### config.mk
export PLATFORM = sky130hd
export DESIGN_NAME = dmem_port_arbiter
export DESIGN_NICKNAME = d
export VERILOG_FILES = /design/src/rtl/dmem_port_arbiter_pkg.sv /design/src/rtl/dmem_port_arbiter.sv
export SDC_FILE = /design/constraint.sdc
export NUM_CORES = 1
export LEC_CHECK = 0
export ABC_AREA = 0
export CAP_MARGIN = 20
export CORE_ASPECT_RATIO = 0.5
export CORE_MARGIN = 8
export CORE_UTILIZATION = 35
export CTS_BUF_LIST = sky130_fd_sc_hd__clkbuf_2
export DETAILED_ROUTE_END_ITERATION = 6
export PLACE_DENSITY = 0.92
export SYNTH_ARGS = -nofsm -noshare
export SYNTH_HDL_FRONTEND = slang
export SYNTH_SLANG_ARGS = --single-unit
### constraint.sdc
create_clock -name mclk -period 4.5 [get_ports mclk]
set_clock_uncertainty 0.15 [all_clocks]
set_input_delay 1.35 -clock mclk [delete_from_list [all_inputs] [get_ports mclk]]
set_output_delay 1.35 -clock mclk [all_outputs]
set_load 0.05 [all_outputs]
### src/rtl/dmem_port_arbiter_pkg.sv
// Shared constants for the data-memory port arbiter: read-owner encoding
// and starvation counter width.
package dmem_port_arbiter_pkg;

    typedef enum logic [1:0] {
        RD_NONE = 2'd0,
        RD_CPU  = 2'd1,
        RD_DMA  = 2'd2
    } rd_owner_t;

    localparam int STARVE_W = 8;

endpackage

### src/rtl/dmem_port_arbiter.sv
// Shares the single-port data memory between the CPU (absolute priority,
// no wait input) and a DMA master that only uses cycles the CPU leaves idle.
module dmem_port_arbiter
    import dmem_port_arbiter_pkg::*;
#(
    parameter int AW         = 10,
    parameter int STARVE_MAX = 8
) (
    input  logic          mclk,
    input  logic          puc_rst,
    input  logic [AW-1:0] cpu_dmem_addr,
    input  logic          cpu_dmem_cen,
    input  logic [15:0]   cpu_dmem_din,
    input  logic [1:0]    cpu_dmem_wen,
    output logic [15:0]   cpu_dmem_dout,
    input  logic          dma_req,
    input  logic [AW-1:0] dma_addr,
    input  logic [1:0]    dma_we,
    input  logic [15:0]   dma_wdata,
    output logic          dma_gnt,
    output logic          dma_rvalid,
    output logic [15:0]   dma_rdata,
    output logic          dma_starve,
    output logic [AW-1:0] dmem_addr,
    output logic          dmem_cen,
    output logic [15:0]   dmem_din,
    output logic [1:0]    dmem_wen,
    input  logic [15:0]   dmem_dout
);

    localparam logic [STARVE_W-1:0] STARVE_LIMIT = STARVE_W'(STARVE_MAX);

    logic                cpu_act;
    logic                gnt;
    logic [1:0]          dma_wen;
    rd_owner_t           rd_owner_reg;
    rd_owner_t           rd_owner_next;
    logic [15:0]         dma_rdata_reg;
    logic [STARVE_W-1:0] starve_cnt_reg;
    logic [STARVE_W-1:0] starve_cnt_next;

    // Reset gates both masters off the memory so no access happens in reset.
    assign cpu_act = ~puc_rst & ~cpu_dmem_cen;
    assign gnt     = ~puc_rst & cpu_dmem_cen & dma_req;

    genvar gi;
    generate
        for (gi = 0; gi < 2; gi++) begin : g_wen
            assign dma_wen[gi] = ~dma_we[gi];
        end
    endgenerate

    // Idle cycles keep the CPU address/data on the pins to avoid toggling.
    always_comb begin
        dmem_addr = cpu_dmem_addr;
        dmem_din  = cpu_dmem_din;
        dmem_wen  = 2'b11;
        dmem_cen  = 1'b1;
        if (cpu_act) begin
            dmem_cen = 1'b0;
            dmem_wen = cpu_dmem_wen;
        end else if (gnt) begin
            dmem_cen  = 1'b0;
            dmem_addr = dma_addr;
            dmem_din  = dma_wdata;
            dmem_wen  = dma_wen;
        end
    end

    always_comb begin
        rd_owner_next = RD_NONE;
        if (cpu_act && (cpu_dmem_wen == 2'b11)) begin
            rd_owner_next = RD_CPU;
        end else if (gnt && (dma_we == 2'b00)) begin
            rd_owner_next = RD_DMA;
        end
    end

    always_comb begin
        starve_cnt_next = '0;
        if (dma_req && !gnt) begin
            starve_cnt_next = (starve_cnt_reg == STARVE_LIMIT) ? starve_cnt_reg
                                                               : starve_cnt_reg + 1'b1;
        end
    end

    always_ff @(posedge mclk) begin
        if (puc_rst) begin
            rd_owner_reg   <= RD_NONE;
            dma_rdata_reg  <= 16'h0000;
            starve_cnt_reg <= '0;
        end else begin
            rd_owner_reg   <= rd_owner_next;
            starve_cnt_reg <= starve_cnt_next;
            if (rd_owner_reg == RD_DMA) begin
                dma_rdata_reg <= dmem_dout;
            end
        end
    end

    assign cpu_dmem_dout = dmem_dout;
    assign dma_gnt       = gnt;
    // A read in flight when reset hits must not produce a pulse.
    assign dma_rvalid    = ~puc_rst & (rd_owner_reg == RD_DMA);
    assign dma_rdata     = dma_rdata_reg;
    assign dma_starve    = (starve_cnt_reg == STARVE_LIMIT);

endmodule

## Yosys cells after proc, flatten, opt, wreduce, memory -nomap -nowiden

Cells that the tools add are included.

| word-level totals | value |
|---|---|
| input bits | 76 |
| memory bits (writable) | 0 |
| word-level logic and storage cells | 34 |
| latch bits | 0 |
| memories | 0 |
| memory bits (read-only) | 0 |
| output and inout bits | 64 |
| register bits after elaboration | 26 |

| operators by class | value |
|---|---|
| $lt $le $gt $ge | 0 |
| mux-type cells | 10 |
| shift-type cells | 0 |
| add/subtract/negate cells | 1 |
| equal/unequal tests | 3 |
| div/mod/pow operators | 0 |
| bitwise logic cells | 9 |
| multiply operators | 0 |
| reduce and logical (&&, ||, !) cells | 7 |

Operator list:

| operator | number |
|---|---|
| 16-bit 2-to-1 mux | 2 |
| 10-bit 2-to-1 mux | 2 |
| 8-bit by 1-bit adder with 8-bit output (second input constant) | 1 |
| 8-bit by 4-bit equality test with 1-bit output (second input constant) | 1 |
| 2-bit 2-to-1 mux | 3 |
| 1-bit NOT | 5 |
| 1-bit bitwise AND | 4 |
| 2-bit equality test (second input constant) | 2 |
| 2-bit OR reduction | 2 |
| 1-bit logical AND | 3 |
| 1-bit 2-to-1 mux | 3 |
| 2-bit zero test | 1 |
| 1-bit zero test | 1 |

## Logic depth before layout (Yosys ltp)

| logic depth | value |
|---|---|
| word-level depth | 7 |
| depth in mapped cells | 5 |
| gate-level depth less buffers | 5 |

## Worst setup path before layout

No wires, ideal clock.

| timing path | value |
|---|---|
| path kind | input to output |
| start | input puc_rst |
| end | output dma_rvalid |
| path buffers | 1 |
| stages on the path | 2 |
| arrival | 2.203 ns |
| path slack | 0.797 ns |
| required time | 3.000 ns |
| cell sequence | clkbuf_1 -> nor2_1 |

| on the way | value |
|---|---|
| word-level cells in the longest chain between the ends | 2 |

RTL lines:

| element | RTL line | source |
|---|---|---|
| start, declared | dmem_port_arbiter.sv:10 | `input logic puc_rst,` |
| 1-bit NOT | dmem_port_arbiter.sv:104 | `assign dma_rvalid = ~puc_rst & (rd_owner_reg == RD_DMA);` |
| 1-bit bitwise AND | dmem_port_arbiter.sv:104 |  |
| end, declared | dmem_port_arbiter.sv:21 | `output logic dma_rvalid,` |

Every way passes these cells.

## Worst setup path in the final report

| timing path | value |
|---|---|
| start | input dma_req |
| end | output dmem_din[5] |

| on the way | value |
|---|---|
| word-level cells in the longest chain between the ends | 3 |

RTL lines:

| element | RTL line | source |
|---|---|---|
| start, declared | dmem_port_arbiter.sv:16 | `input logic dma_req,` |
| 1-bit bitwise AND | dmem_port_arbiter.sv:44 | `assign gnt = ~puc_rst & cpu_dmem_cen & dma_req;` |
| 16-bit 2-to-1 mux | dmem_port_arbiter.sv:62 | `end else if (gnt) begin` |
| 16-bit 2-to-1 mux | dmem_port_arbiter.sv:59 | `if (cpu_act) begin` |
| end, declared | dmem_port_arbiter.sv:26 | `output logic [15:0] dmem_din,` |

Every way passes these cells.

==> results.yml <==
synth:
  yosys_most_used_dff: "dfxtp_1"
  syn-cell-area_sq_um: 1630
  synth_edf_count: 0
  synth-xor-area-share_pct: 1.62
  yosys.area_share.simple_pct: 19.0
  syn_avg_cell_area_sq_um: 8.98
  syn_nets: 259
  synth_cell_types: 31
  synth_cells: 181
  synth-seq-cells: 26
  postSynth.asyncResetShare_pct: 0
  synthMuxAreaShare_pct: 22.2
  synthAdderAreaFrac_pct: 1.54
  synth-warning-count: 0
  synth_seq_area_share_pct: 32.0
  synth_top_family_by_area: "multiplexers"
  synth_compound_area_share_pct: 10.1
sta:
  worst_slew_margin_rel_pct: 59.0
  report.final.hold_viol_count: 0
  clock.fmax_ghz: 0.229
  worstMarginPinSlew_ns: 0.615
  rsz0062_at_grt: "false"
  min_period_ns: 4.36
  setup_ws_ns: 0.136
  setup_viol: 0
  finalCritPeriodShare_pct: 97.0
  totalNegativeSetupSlack_ns: 0
  finalMaxSlewViolations: 0
floorplanning:
  num_io_pins: 140
  die_area_sq_um: 7210
  start_util_pct: 36.7
  die_w_um: 112
  core_area_sq_um: 4420
  fp-row-count: 17
  chipHeight_um: 64.2
final_layout:
  multi_input_area_sq_um: 885
  final-seq-area_sq_um: 520
  area_delta_synth_final_pct: 79.6
  fillers: 341
  drive_above_1_share_pct: 29.5
  largest_register_ffs: 16
  finalCoreUtilization_pct: 66.0
  final_cell_mix: "clkdlybuf4s50_1 (92), buf_4 (45), nand2_1 (34), dfxtp_1 (26)"
  final_cells: 359
  mostFrequentLayoutCell: "clkdlybuf4s50_1"
  design_area_sq_um: 2920
  antenna-diode-count: 0
  final_nets: 381
drt:
  dr.pass1.iters: 4
  routed-via-count: 1666
  avgRoutedWirePerCell_um: 17.8
  via_per_inst: 4.64
  met2_wirelength_mm: 3.73
  drc_errors: 0
  wl_mm: 6.40
  ant_nets: 0
  met1_length_mm: 2.42
  dr.max_layer_used: "met4"
  drtIter0Drc: 63
  met3_length_um: 215
critical_path:
  critical_path.endpoint_type: "output port"
  crit_required_ns: 3.00
  cp.arrival_ns: 2.86
  path_class: "input pin to output port"
  path_cells: "clkdlybuf4s50_1 -> nand3b_1 -> buf_12 -> mux2_2 -> buf_4"
  max_stage_delay_ns: 0.49
  crit_slowest_cell: "clkdlybuf4s50_1"
  path_max_fanout: 26
  critPathLaunchType: "input pin"
clock_tree:
  clk_latency_ns: 0.36
  cts_hold_buf: 0
  post_cts_resized: 0
  path_clk_slew_ns: 0.23
  cts_sinks: 26
  htreeDepth: 1
  clockRootBuffer: "clkbuf_2"
  cts.path.max_buffers: 2
  cts_tree: "yes"
  cts_buffers: 3
  post-cts-setup-buffers: 0
pwr:
  p_leak_nw: 1.20
  power.density_nw_per_um2: 226
  peakVddDrop_mv: 0.138
placed_design:
  port_buffers: 139
  gp_congestion: 0.930
  dp_cells: 354
  dp_hpwl_mm: 5.46
  post-place-ws_ns: 0.139
  post_dp_cell_area_sq_um: 2870
worst_hold_path:
  hp-class: "register to register"
outcome:
  outcome: "finished clean"
global_routing:
  track_usage_pct: 16.3
  grt_pass1_vias: 1673
  gr-total-overflow: 0
  antenna_found_initial: 0
  grt_first_pass_wirelength_mm: 9.37
  grt_max_degree: 27
job:
  maxCapViolCount: 0
[cells in the mapped netlist (2+ instances only)]
cell / n / area share [%]
a21o_2: 2 / 1.1
nor2_1: 5 / 1.2
nand2_1: 34 / 7.9
mux2_2: 8 / 5.5
nor3_1: 4 / 1.2
inv_1: 5 / 1.2
ha_1: 2 / 1.5
buf_2: 3 / 0.92
clkbuf_1: 4 / 0.92
mux2_4: 18 / 17
nand2b_1: 3 / 1.2
nand3_1: 7 / 2.2
a21oi_1: 18 / 5.5
buf_12: 2 / 2.5
buf_4: 16 / 7.4
a21oi_2: 3 / 1.6
dfxtp_1: 26 / 32
o21ai_0: 5 / 1.5
xor2_1: 2 / 1.1
or3_1: 3 / 1.2
[routing by layer]
| metal | track usage (%) | vias to the layer above |
|---|---|---|
| met2 | 33.8 | 23 |
| li1 | - | 843 |
| met3 | 3.37 | 2 |
| met5 | 0 | - |
| met4 | 2.50 | 0 |
| met1 | 16.9 | 798 |
[cells by family after synthesis]
family,count (synthesis)
flops,26
xor+xnor,3
buf+inv,31
compound gates,29
fa+ha+maj,2
simple gates,64
mux,26
[layout make-up]
class | instances | area share (%)
timing repair buffer | 143 | 47.2
multi-input combinational | 124 | 30.3
sequential | 26 | 17.8
tap | 57 | 2.44
clock inverter | 1 | 1.03
inverter | 5 | 0.643
clock buffer | 3 | 0.514
[worst paths after layout]
path / startpoint / to / slack [ns] / cells after the start
max: dma_req / dmem_din[5] / 0.14 / 5
min: dma_rdata[10] / dma_rdata[10] / 0.32 / 2
min reg2reg: dma_rdata[10] / dma_rdata[10] / 0.32 / 2
max reg2reg: starve_cnt_reg[0] / starve_cnt_reg[4] / 2.85 / 5
[metrics by stage]
step / power, mW / hold slack [ns]
after global placement: 0.513 / 0.291
after global routing: 0.682 / 0.343
after floorplan: 0.400 / 0.335
after detailed placement: 0.517 / 0.296
after CTS: 0.665 / 0.323
final: 0.659 / 0.321
[worst max-delay path, delay by kind of cell]
family	cells	cell delay, ns
and+or+nand+nor	1	0.22
buffers and inverters	3	0.92
muxes	1	0.36
[power by group]
group          total (mW)  switching [mW]  internal (mW)
sequential          0.235         0.00179          0.234
clock               0.147          0.0702         0.0765
combinational       0.277           0.150          0.127
Power figures use the tool's default switching activity.
